$ cat config.mk
export PLATFORM = sky130hd
export DESIGN_NAME = tcm_port_arbiter_flat
export DESIGN_NICKNAME = d
export VERILOG_FILES = /design/src/rtl/tcm_port_arbiter_if.sv /design/src/rtl/tcm_port_arbiter.sv /design/src/flat_wrapper.sv
export SDC_FILE = /design/constraint.sdc
export NUM_CORES = 1
export LEC_CHECK = 0
export CORE_AREA = 2 2 108 110
export DETAILED_ROUTE_END_ITERATION = 16
export DIE_AREA = 0 0 110 112
export HOLD_SLACK_MARGIN = 0.06
export SLEW_MARGIN = 25
export SYNTH_ARGS = -nofsm -noshare
export SYNTH_HDL_FRONTEND = slang
export SYNTH_SLANG_ARGS = --single-unit
$ cat constraint.sdc
create_clock -name clk_i -period 3.95 [get_ports clk_i]
set_input_delay 0.79 -clock clk_i [delete_from_list [all_inputs] [get_ports clk_i]]
set_output_delay 0.79 -clock clk_i [all_outputs]
set_load 0.02 [all_outputs]
$ cat src/rtl/tcm_port_arbiter_if.sv
// Bundle of the fetch port, data port and RAM-side signals around tcm_port_arbiter.
// Handshake: a port's request is consumed in the cycle its accept is high; its response follows exactly one cycle later with no back-pressure.
interface tcm_port_arbiter_if #(
    parameter int unsigned MEM_WORDS_W = 14
);
    logic                   mem_i_rd_i;
    logic [31:0]            mem_i_pc_i;
    logic                   mem_i_accept_o;
    logic                   mem_i_valid_o;
    logic                   mem_i_error_o;
    logic [31:0]            mem_i_inst_o;

    logic [31:0]            mem_d_addr_i;
    logic [31:0]            mem_d_data_wr_i;
    logic                   mem_d_rd_i;
    logic [3:0]             mem_d_wr_i;
    logic [10:0]            mem_d_req_tag_i;
    logic                   mem_d_accept_o;
    logic                   mem_d_ack_o;
    logic                   mem_d_error_o;
    logic [31:0]            mem_d_data_rd_o;
    logic [10:0]            mem_d_resp_tag_o;

    logic                   ram_en_o;
    logic [3:0]             ram_wr_o;
    logic [MEM_WORDS_W-1:0] ram_addr_o;
    logic [31:0]            ram_data_wr_o;
    logic [31:0]            ram_data_rd_i;

    modport slave (
        input  mem_i_rd_i, mem_i_pc_i,
        output mem_i_accept_o, mem_i_valid_o, mem_i_error_o, mem_i_inst_o,
        input  mem_d_addr_i, mem_d_data_wr_i, mem_d_rd_i, mem_d_wr_i, mem_d_req_tag_i,
        output mem_d_accept_o, mem_d_ack_o, mem_d_error_o, mem_d_data_rd_o, mem_d_resp_tag_o,
        output ram_en_o, ram_wr_o, ram_addr_o, ram_data_wr_o,
        input  ram_data_rd_i
    );

    modport master (
        output mem_i_rd_i, mem_i_pc_i,
        input  mem_i_accept_o, mem_i_valid_o, mem_i_error_o, mem_i_inst_o,
        output mem_d_addr_i, mem_d_data_wr_i, mem_d_rd_i, mem_d_wr_i, mem_d_req_tag_i,
        input  mem_d_accept_o, mem_d_ack_o, mem_d_error_o, mem_d_data_rd_o, mem_d_resp_tag_o,
        input  ram_en_o, ram_wr_o, ram_addr_o, ram_data_wr_o,
        output ram_data_rd_i
    );
endinterface

$ cat src/rtl/tcm_port_arbiter.sv
// Shares a single-port TCM between the core's fetch and data ports, one access per cycle, responses one cycle later.
// Optional TCM_ARB_DPRIO_EN: data-priority arbitration with a fetch starvation limit (default: round-robin).
module tcm_port_arbiter #(
    parameter int unsigned MEM_WORDS_W  = 14,
    parameter logic [31:0] BASE_ADDR    = 32'h80000000,
    parameter int unsigned STARVE_LIMIT = 4
) (
    input  logic               clk_i,
    input  logic               rst_i,
    tcm_port_arbiter_if.slave  bus
);
    localparam logic [32:0] RAM_BYTES = 33'd4 << MEM_WORDS_W;

    logic        i_pend;
    logic        d_pend;
    logic        d_is_wr;
    logic        pick_d;
    logic        grant_i;
    logic        grant_d;
    logic [31:0] i_off;
    logic [31:0] d_off;
    logic        i_ok;
    logic        d_ok;

    logic        resp_i_q;
    logic        resp_d_q;
    logic        err_q;
    logic        wr_q;
    logic [10:0] tag_q;

`ifdef TCM_ARB_DPRIO_EN
    localparam int unsigned STARVE_W = $clog2(STARVE_LIMIT + 1);
    logic [STARVE_W-1:0] starve_q;
    logic [STARVE_W-1:0] starve_d;
`else
    logic last_d_q;
    logic last_d_d;
    logic unused_limit;
    assign unused_limit = (STARVE_LIMIT != 0);
`endif

    always_comb begin
        i_pend  = bus.mem_i_rd_i;
        d_is_wr = |bus.mem_d_wr_i;
        d_pend  = bus.mem_d_rd_i | d_is_wr;
`ifdef TCM_ARB_DPRIO_EN
        // Data wins contention until it has starved a waiting fetch STARVE_LIMIT times.
        pick_d  = (starve_q < STARVE_W'(STARVE_LIMIT));
`else
        pick_d  = ~last_d_q;
`endif
        grant_d = ~rst_i & d_pend & (~i_pend | pick_d);
        grant_i = ~rst_i & i_pend & (~d_pend | ~pick_d);

        // Wrapping subtraction maps addresses below the base far out of range.
        i_off = bus.mem_i_pc_i - BASE_ADDR;
        d_off = bus.mem_d_addr_i - BASE_ADDR;
        i_ok  = ({1'b0, i_off} < RAM_BYTES) && (bus.mem_i_pc_i[1:0] == 2'b00);
        d_ok  = ({1'b0, d_off} < RAM_BYTES);
    end

    always_comb begin
        bus.ram_en_o      = 1'b0;
        bus.ram_wr_o      = 4'b0000;
        bus.ram_addr_o    = '0;
        bus.ram_data_wr_o = 32'h0;
        if (grant_i && i_ok) begin
            bus.ram_en_o   = 1'b1;
            bus.ram_addr_o = i_off[MEM_WORDS_W+1:2];
        end else if (grant_d && d_ok) begin
            bus.ram_en_o      = 1'b1;
            bus.ram_addr_o    = d_off[MEM_WORDS_W+1:2];
            bus.ram_wr_o      = bus.mem_d_wr_i;
            bus.ram_data_wr_o = bus.mem_d_data_wr_i;
        end
    end

`ifdef TCM_ARB_DPRIO_EN
    always_comb begin
        starve_d = starve_q;
        if (grant_i || !i_pend) begin
            starve_d = '0;
        end else if (grant_d) begin
            starve_d = starve_q + 1'b1;
        end
    end
`else
    always_comb begin
        last_d_d = last_d_q;
        if (grant_i || grant_d) begin
            last_d_d = grant_d;
        end
    end
`endif

    always_ff @(posedge clk_i) begin
        if (rst_i) begin
            resp_i_q <= 1'b0;
            resp_d_q <= 1'b0;
            err_q    <= 1'b0;
            wr_q     <= 1'b0;
            tag_q    <= 11'd0;
`ifdef TCM_ARB_DPRIO_EN
            starve_q <= '0;
`else
            last_d_q <= 1'b0;
`endif
        end else begin
            resp_i_q <= grant_i;
            resp_d_q <= grant_d;
            err_q    <= (grant_i & ~i_ok) | (grant_d & ~d_ok);
            wr_q     <= grant_d & d_is_wr;
            tag_q    <= grant_d ? bus.mem_d_req_tag_i : 11'd0;
`ifdef TCM_ARB_DPRIO_EN
            starve_q <= starve_d;
`else
            last_d_q <= last_d_d;
`endif
        end
    end

    // Responses are masked while reset is high so nothing granted just before reset leaks out.
    always_comb begin
        bus.mem_i_accept_o   = grant_i;
        bus.mem_d_accept_o   = grant_d;
        bus.mem_i_valid_o    = resp_i_q & ~rst_i;
        bus.mem_i_error_o    = resp_i_q & ~rst_i & err_q;
        bus.mem_i_inst_o     = (resp_i_q & ~rst_i & ~err_q) ? bus.ram_data_rd_i : 32'h0;
        bus.mem_d_ack_o      = resp_d_q & ~rst_i;
        bus.mem_d_error_o    = resp_d_q & ~rst_i & err_q;
        bus.mem_d_data_rd_o  = (resp_d_q & ~rst_i & ~err_q & ~wr_q) ? bus.ram_data_rd_i : 32'h0;
        bus.mem_d_resp_tag_o = (resp_d_q & ~rst_i) ? tag_q : 11'd0;
    end
endmodule
$ cat src/flat_wrapper.sv
// flat-port wrapper written by rule: the top's interface ports become plain ports
module tcm_port_arbiter_flat 
#(
    parameter int unsigned MEM_WORDS_W  = 14,
    parameter logic [31:0] BASE_ADDR    = 32'h80000000,
    parameter int unsigned STARVE_LIMIT = 4
)
  (clk_i, rst_i, bus_mem_i_rd_i, bus_mem_i_pc_i, bus_mem_i_accept_o, bus_mem_i_valid_o, bus_mem_i_error_o, bus_mem_i_inst_o, bus_mem_d_addr_i, bus_mem_d_data_wr_i, bus_mem_d_rd_i, bus_mem_d_wr_i, bus_mem_d_req_tag_i, bus_mem_d_accept_o, bus_mem_d_ack_o, bus_mem_d_error_o, bus_mem_d_data_rd_o, bus_mem_d_resp_tag_o, bus_ram_en_o, bus_ram_wr_o, bus_ram_addr_o, bus_ram_data_wr_o, bus_ram_data_rd_i);
  tcm_port_arbiter_if #(.MEM_WORDS_W(MEM_WORDS_W)) bus_i ();
  input  logic clk_i;
  input  logic rst_i;
  input wire logic [$bits(bus_i.mem_i_rd_i)-1:0] bus_mem_i_rd_i;
  input wire logic [$bits(bus_i.mem_i_pc_i)-1:0] bus_mem_i_pc_i;
  output wire logic [$bits(bus_i.mem_i_accept_o)-1:0] bus_mem_i_accept_o;
  output wire logic [$bits(bus_i.mem_i_valid_o)-1:0] bus_mem_i_valid_o;
  output wire logic [$bits(bus_i.mem_i_error_o)-1:0] bus_mem_i_error_o;
  output wire logic [$bits(bus_i.mem_i_inst_o)-1:0] bus_mem_i_inst_o;
  input wire logic [$bits(bus_i.mem_d_addr_i)-1:0] bus_mem_d_addr_i;
  input wire logic [$bits(bus_i.mem_d_data_wr_i)-1:0] bus_mem_d_data_wr_i;
  input wire logic [$bits(bus_i.mem_d_rd_i)-1:0] bus_mem_d_rd_i;
  input wire logic [$bits(bus_i.mem_d_wr_i)-1:0] bus_mem_d_wr_i;
  input wire logic [$bits(bus_i.mem_d_req_tag_i)-1:0] bus_mem_d_req_tag_i;
  output wire logic [$bits(bus_i.mem_d_accept_o)-1:0] bus_mem_d_accept_o;
  output wire logic [$bits(bus_i.mem_d_ack_o)-1:0] bus_mem_d_ack_o;
  output wire logic [$bits(bus_i.mem_d_error_o)-1:0] bus_mem_d_error_o;
  output wire logic [$bits(bus_i.mem_d_data_rd_o)-1:0] bus_mem_d_data_rd_o;
  output wire logic [$bits(bus_i.mem_d_resp_tag_o)-1:0] bus_mem_d_resp_tag_o;
  output wire logic [$bits(bus_i.ram_en_o)-1:0] bus_ram_en_o;
  output wire logic [$bits(bus_i.ram_wr_o)-1:0] bus_ram_wr_o;
  output wire logic [$bits(bus_i.ram_addr_o)-1:0] bus_ram_addr_o;
  output wire logic [$bits(bus_i.ram_data_wr_o)-1:0] bus_ram_data_wr_o;
  input wire logic [$bits(bus_i.ram_data_rd_i)-1:0] bus_ram_data_rd_i;
  assign bus_i.mem_i_rd_i = bus_mem_i_rd_i;
  assign bus_i.mem_i_pc_i = bus_mem_i_pc_i;
  assign bus_mem_i_accept_o = bus_i.mem_i_accept_o;
  assign bus_mem_i_valid_o = bus_i.mem_i_valid_o;
  assign bus_mem_i_error_o = bus_i.mem_i_error_o;
  assign bus_mem_i_inst_o = bus_i.mem_i_inst_o;
  assign bus_i.mem_d_addr_i = bus_mem_d_addr_i;
  assign bus_i.mem_d_data_wr_i = bus_mem_d_data_wr_i;
  assign bus_i.mem_d_rd_i = bus_mem_d_rd_i;
  assign bus_i.mem_d_wr_i = bus_mem_d_wr_i;
  assign bus_i.mem_d_req_tag_i = bus_mem_d_req_tag_i;
  assign bus_mem_d_accept_o = bus_i.mem_d_accept_o;
  assign bus_mem_d_ack_o = bus_i.mem_d_ack_o;
  assign bus_mem_d_error_o = bus_i.mem_d_error_o;
  assign bus_mem_d_data_rd_o = bus_i.mem_d_data_rd_o;
  assign bus_mem_d_resp_tag_o = bus_i.mem_d_resp_tag_o;
  assign bus_ram_en_o = bus_i.ram_en_o;
  assign bus_ram_wr_o = bus_i.ram_wr_o;
  assign bus_ram_addr_o = bus_i.ram_addr_o;
  assign bus_ram_data_wr_o = bus_i.ram_data_wr_o;
  assign bus_i.ram_data_rd_i = bus_ram_data_rd_i;
  tcm_port_arbiter #(.MEM_WORDS_W(MEM_WORDS_W), .BASE_ADDR(BASE_ADDR), .STARVE_LIMIT(STARVE_LIMIT)) u_core (.clk_i(clk_i), .rst_i(rst_i), .bus(bus_i));
endmodule
==> flow_summary.yaml <==
run_status:
  status: "complete, no violations"
sta:
  hold_viol: 0
  whs_ns: 0.511
  max_slew.worst_pin.slew_ns: 0.283
  fmax_mhz: 260
  finalClockSkew_ns: 0.00215
  period_minus_slack_ns: 3.85
  setup-violations-final: 0
  min_period_over_period: 0.974
  setup_slack_ns: 0.102
  finalSetupTns_ns: 0
  relSlewSlack: 0.809
  drv_slew: 0
power:
  powerDensity_nw_per_um2: 132
  total_power_w: 0.000613
  p_leak_nw: 1.76
  vdd_drop_max_v: 0.000104
synth:
  yosysUniqueCellTypes: 28
  synth_nets: 347
  yosysTopAreaCell: "and2_1"
  ys_seq_elements: 16
  ys_seq_area_frac: 0.204
  synth_area_leaders: "and2_1, dfxtp_1, a32o_1, clkbuf_1, nor4_1"
  synth_area_um2: 1570
  yosys_warnings: 0
  synth.avg_cell_area_um2: 7.83
  synthDominantCellAreaShare: 0.491
  synthCells: 200
routing:
  wl_met2_um: 5030
  first_pass_iters: 4
  drc: 0
  wl_met3_um: 1130
  top_layer: "met4"
  drt_iter0_markers: 81
  routed_via_density: 3.96
  num_vias: 2466
  ant_nets: 0
  wire_per_inst_um: 14.8
  drt-total-wl_um: 9250
  drt-met1-wl_um: 2950
clocking:
  clk_path_buf_depth: 2
  cts_root_buf: "clkbuf_16"
  ctsHoldBuffers: 0
  cts_tree: "yes"
  cts_sinks: 16
  clkLatencyLatePin_ns: 0.24
  cts_made_buffers: 3
  clk_pin_slew_worst_paths_ns: 0.04
  h-tree-depth: 1
setup_path:
  r2r-start: "u_core.last_d_q"
  crit_required_ns: 3.16
  r2r_slack_ns: 2.67
  critPathMaxStageDelay_ns: 0.64
  worstPathArrival_ns: 3.06
  slowest_stage: "clkdlybuf4s50_1"
  cp_cell_sequence: "clkdlybuf4s50_1, or4_4, o21bai_4, nand3b_4, clkinv_4, a32o_1, clkdlybuf4s50_1"
  path_max_fanout: 16
  cp.depth: 7
  timing.rr.end: "u_core.err_q"
  path_delay_family: "buffers and inverters"
  cp-end-kind: "output pin"
  rr_worst_depth: 7
  crit_type: "input port to output pin"
  start_kind: "input port"
  path_buf_inv: 3
  crit_top_cell: "clkdlybuf4s50_1"
floorplan:
  coreArea_um2: 11200
  io_pins: 279
  initial_core_util: 0.140
  rows: 39
  die_area_um2: 12300
  die_y_um: 112
  die_w_um: 110
placed_design:
  port_buffers: 276
  dp_slack_ns: -0.0720
  dp_hpwl_um: 8340
  place.gp.congestion: 0.802
layout:
  layout_common_cells: "clkdlybuf4s50_1, and2_1, dfxtp_1"
  drive_gt1_frac: 0.0646
  multiInputGateArea_um2: 1140
  num-fill-cells: 1170
  diodes: 0
  post-route-util: 0.416
  regArea_um2: 320
  syn_to_final_growth_pct: 197
  nets: 629
  final_common_cell: "clkdlybuf4s50_1"
global_route:
  track_usage: 0.134
  grt_pass1_wl_um: 12700
  grt_max_degree: 36
  grt_pass1_vias: 2454
  antenna_found_initial: 0
  grt-ovfl-total: 0
job:
  drv_cap: 0
worst_hold_path:
  hold_path_startpoint: "u_core.last_d_q"
  hold_path_end: "u_core.last_d_q"
  hold-path-cell-count: 1
  worstHoldPathType: "register to register"
through the flow:
stage	area, um^2	std cells
6_report	4650	623
3_3_place_gp	4550	618
2_1_floorplan	1570	200
5_1_grt	4650	623
3_5_place_dp	4550	618
4_1_cts	4630	621
what timing repair did:
item / 4_1_cts / 5_1_grt
buffers inserted: 0 / 2
endpoints found under the setup margin: 43 / 32
gates resized for setup: 1 / 0
pin swaps: 0 / 1
power by group:
part | leakage (nW) | internal [W] | switching, W
Clock | 0.0370 | 0.000132 | 0.0000557
Combinational | 1.59 | 0.000175 | 0.0000745
Sequential | 0.133 | 0.000172 | 0.00000342
worst max path at each step:
stage	endpoint	start	slack, ns
final	bus_ram_addr_o[13]	bus_mem_d_wr_i[1]	0.10
after global routing	bus_ram_addr_o[5]	bus_mem_d_addr_i[28]	-0.003
after CTS	bus_ram_addr_o[5]	bus_mem_d_addr_i[26]	0.06
after detailed placement	bus_ram_data_wr_o[10]	bus_mem_d_addr_i[26]	-0.07
after global placement	bus_ram_addr_o[5]	bus_mem_d_addr_i[30]	-0.06
after floorplan	bus_ram_addr_o[10]	bus_mem_d_wr_i[1]	1.08
Yosys cell counts:
cell      number
o21ai_0        1
buf_12         1
clkbuf_2       1
o21bai_4       1
and2_2         2
inv_1          3
nor2b_1        3
clkinv_4       1
nor2_2         2
and2_1       123
o21ai_4        1
nand2_1        1
nor4b_1        2
a32o_1        14
buf_2          2
or4_4          1
a21o_2         1
nand3b_4       1
o31a_2         1
a21oi_1        1
dfxtp_1       16
nor2_1         1
or4_1          1
nor3b_1        1
clkbuf_1       9
nand4_1        2
buf_6          2
nor4_1         5
per-layer routing:
metal,vias up,GRT usage
li1,1218,-
met1,1070,0.123
met2,170,0.279
met3,8,0.0369
met4,0,0.0278
met5,-,0
worst reg2reg max path: cells and delay by family (launching register included):
family / cells / cell delay (ns)
AOI/OAI and AO/OA: 3 / 0.47
buffers and inverters: 3 / 0.36
DFF: 1 / 0.31
and+or+nand+nor: 1 / 0.06
logic make-up (layout without fill, tap and decap cells):
logic type             Yosys count  in the layout  synth area share
AO/OA/AOI/OAI                   20             20             0.130
buffers and inverters           19            299            0.0711
AND/OR/NAND/NOR                145            145             0.594
flip-flops                      16             16             0.204
cell type report:
type | instances | share of cell area
Timing Repair Buffer | 292 | 0.626
Multi-Input combinational cell | 165 | 0.246
Sequential cell | 16 | 0.0689
Tap cell | 143 | 0.0385
Clock buffer | 3 | 0.0162
Inverter | 4 | 0.00431
sequential cells by signal, summed over array words and instances, names as in the netlist:
register / flops
u_core.wr_q: 1
u_core.last_d_q: 1
u_core.err_q: 1
u_core.tag_q: 11
u_core.resp_i_q: 1
u_core.resp_d_q: 1
Power figures use the tool's default switching activity.
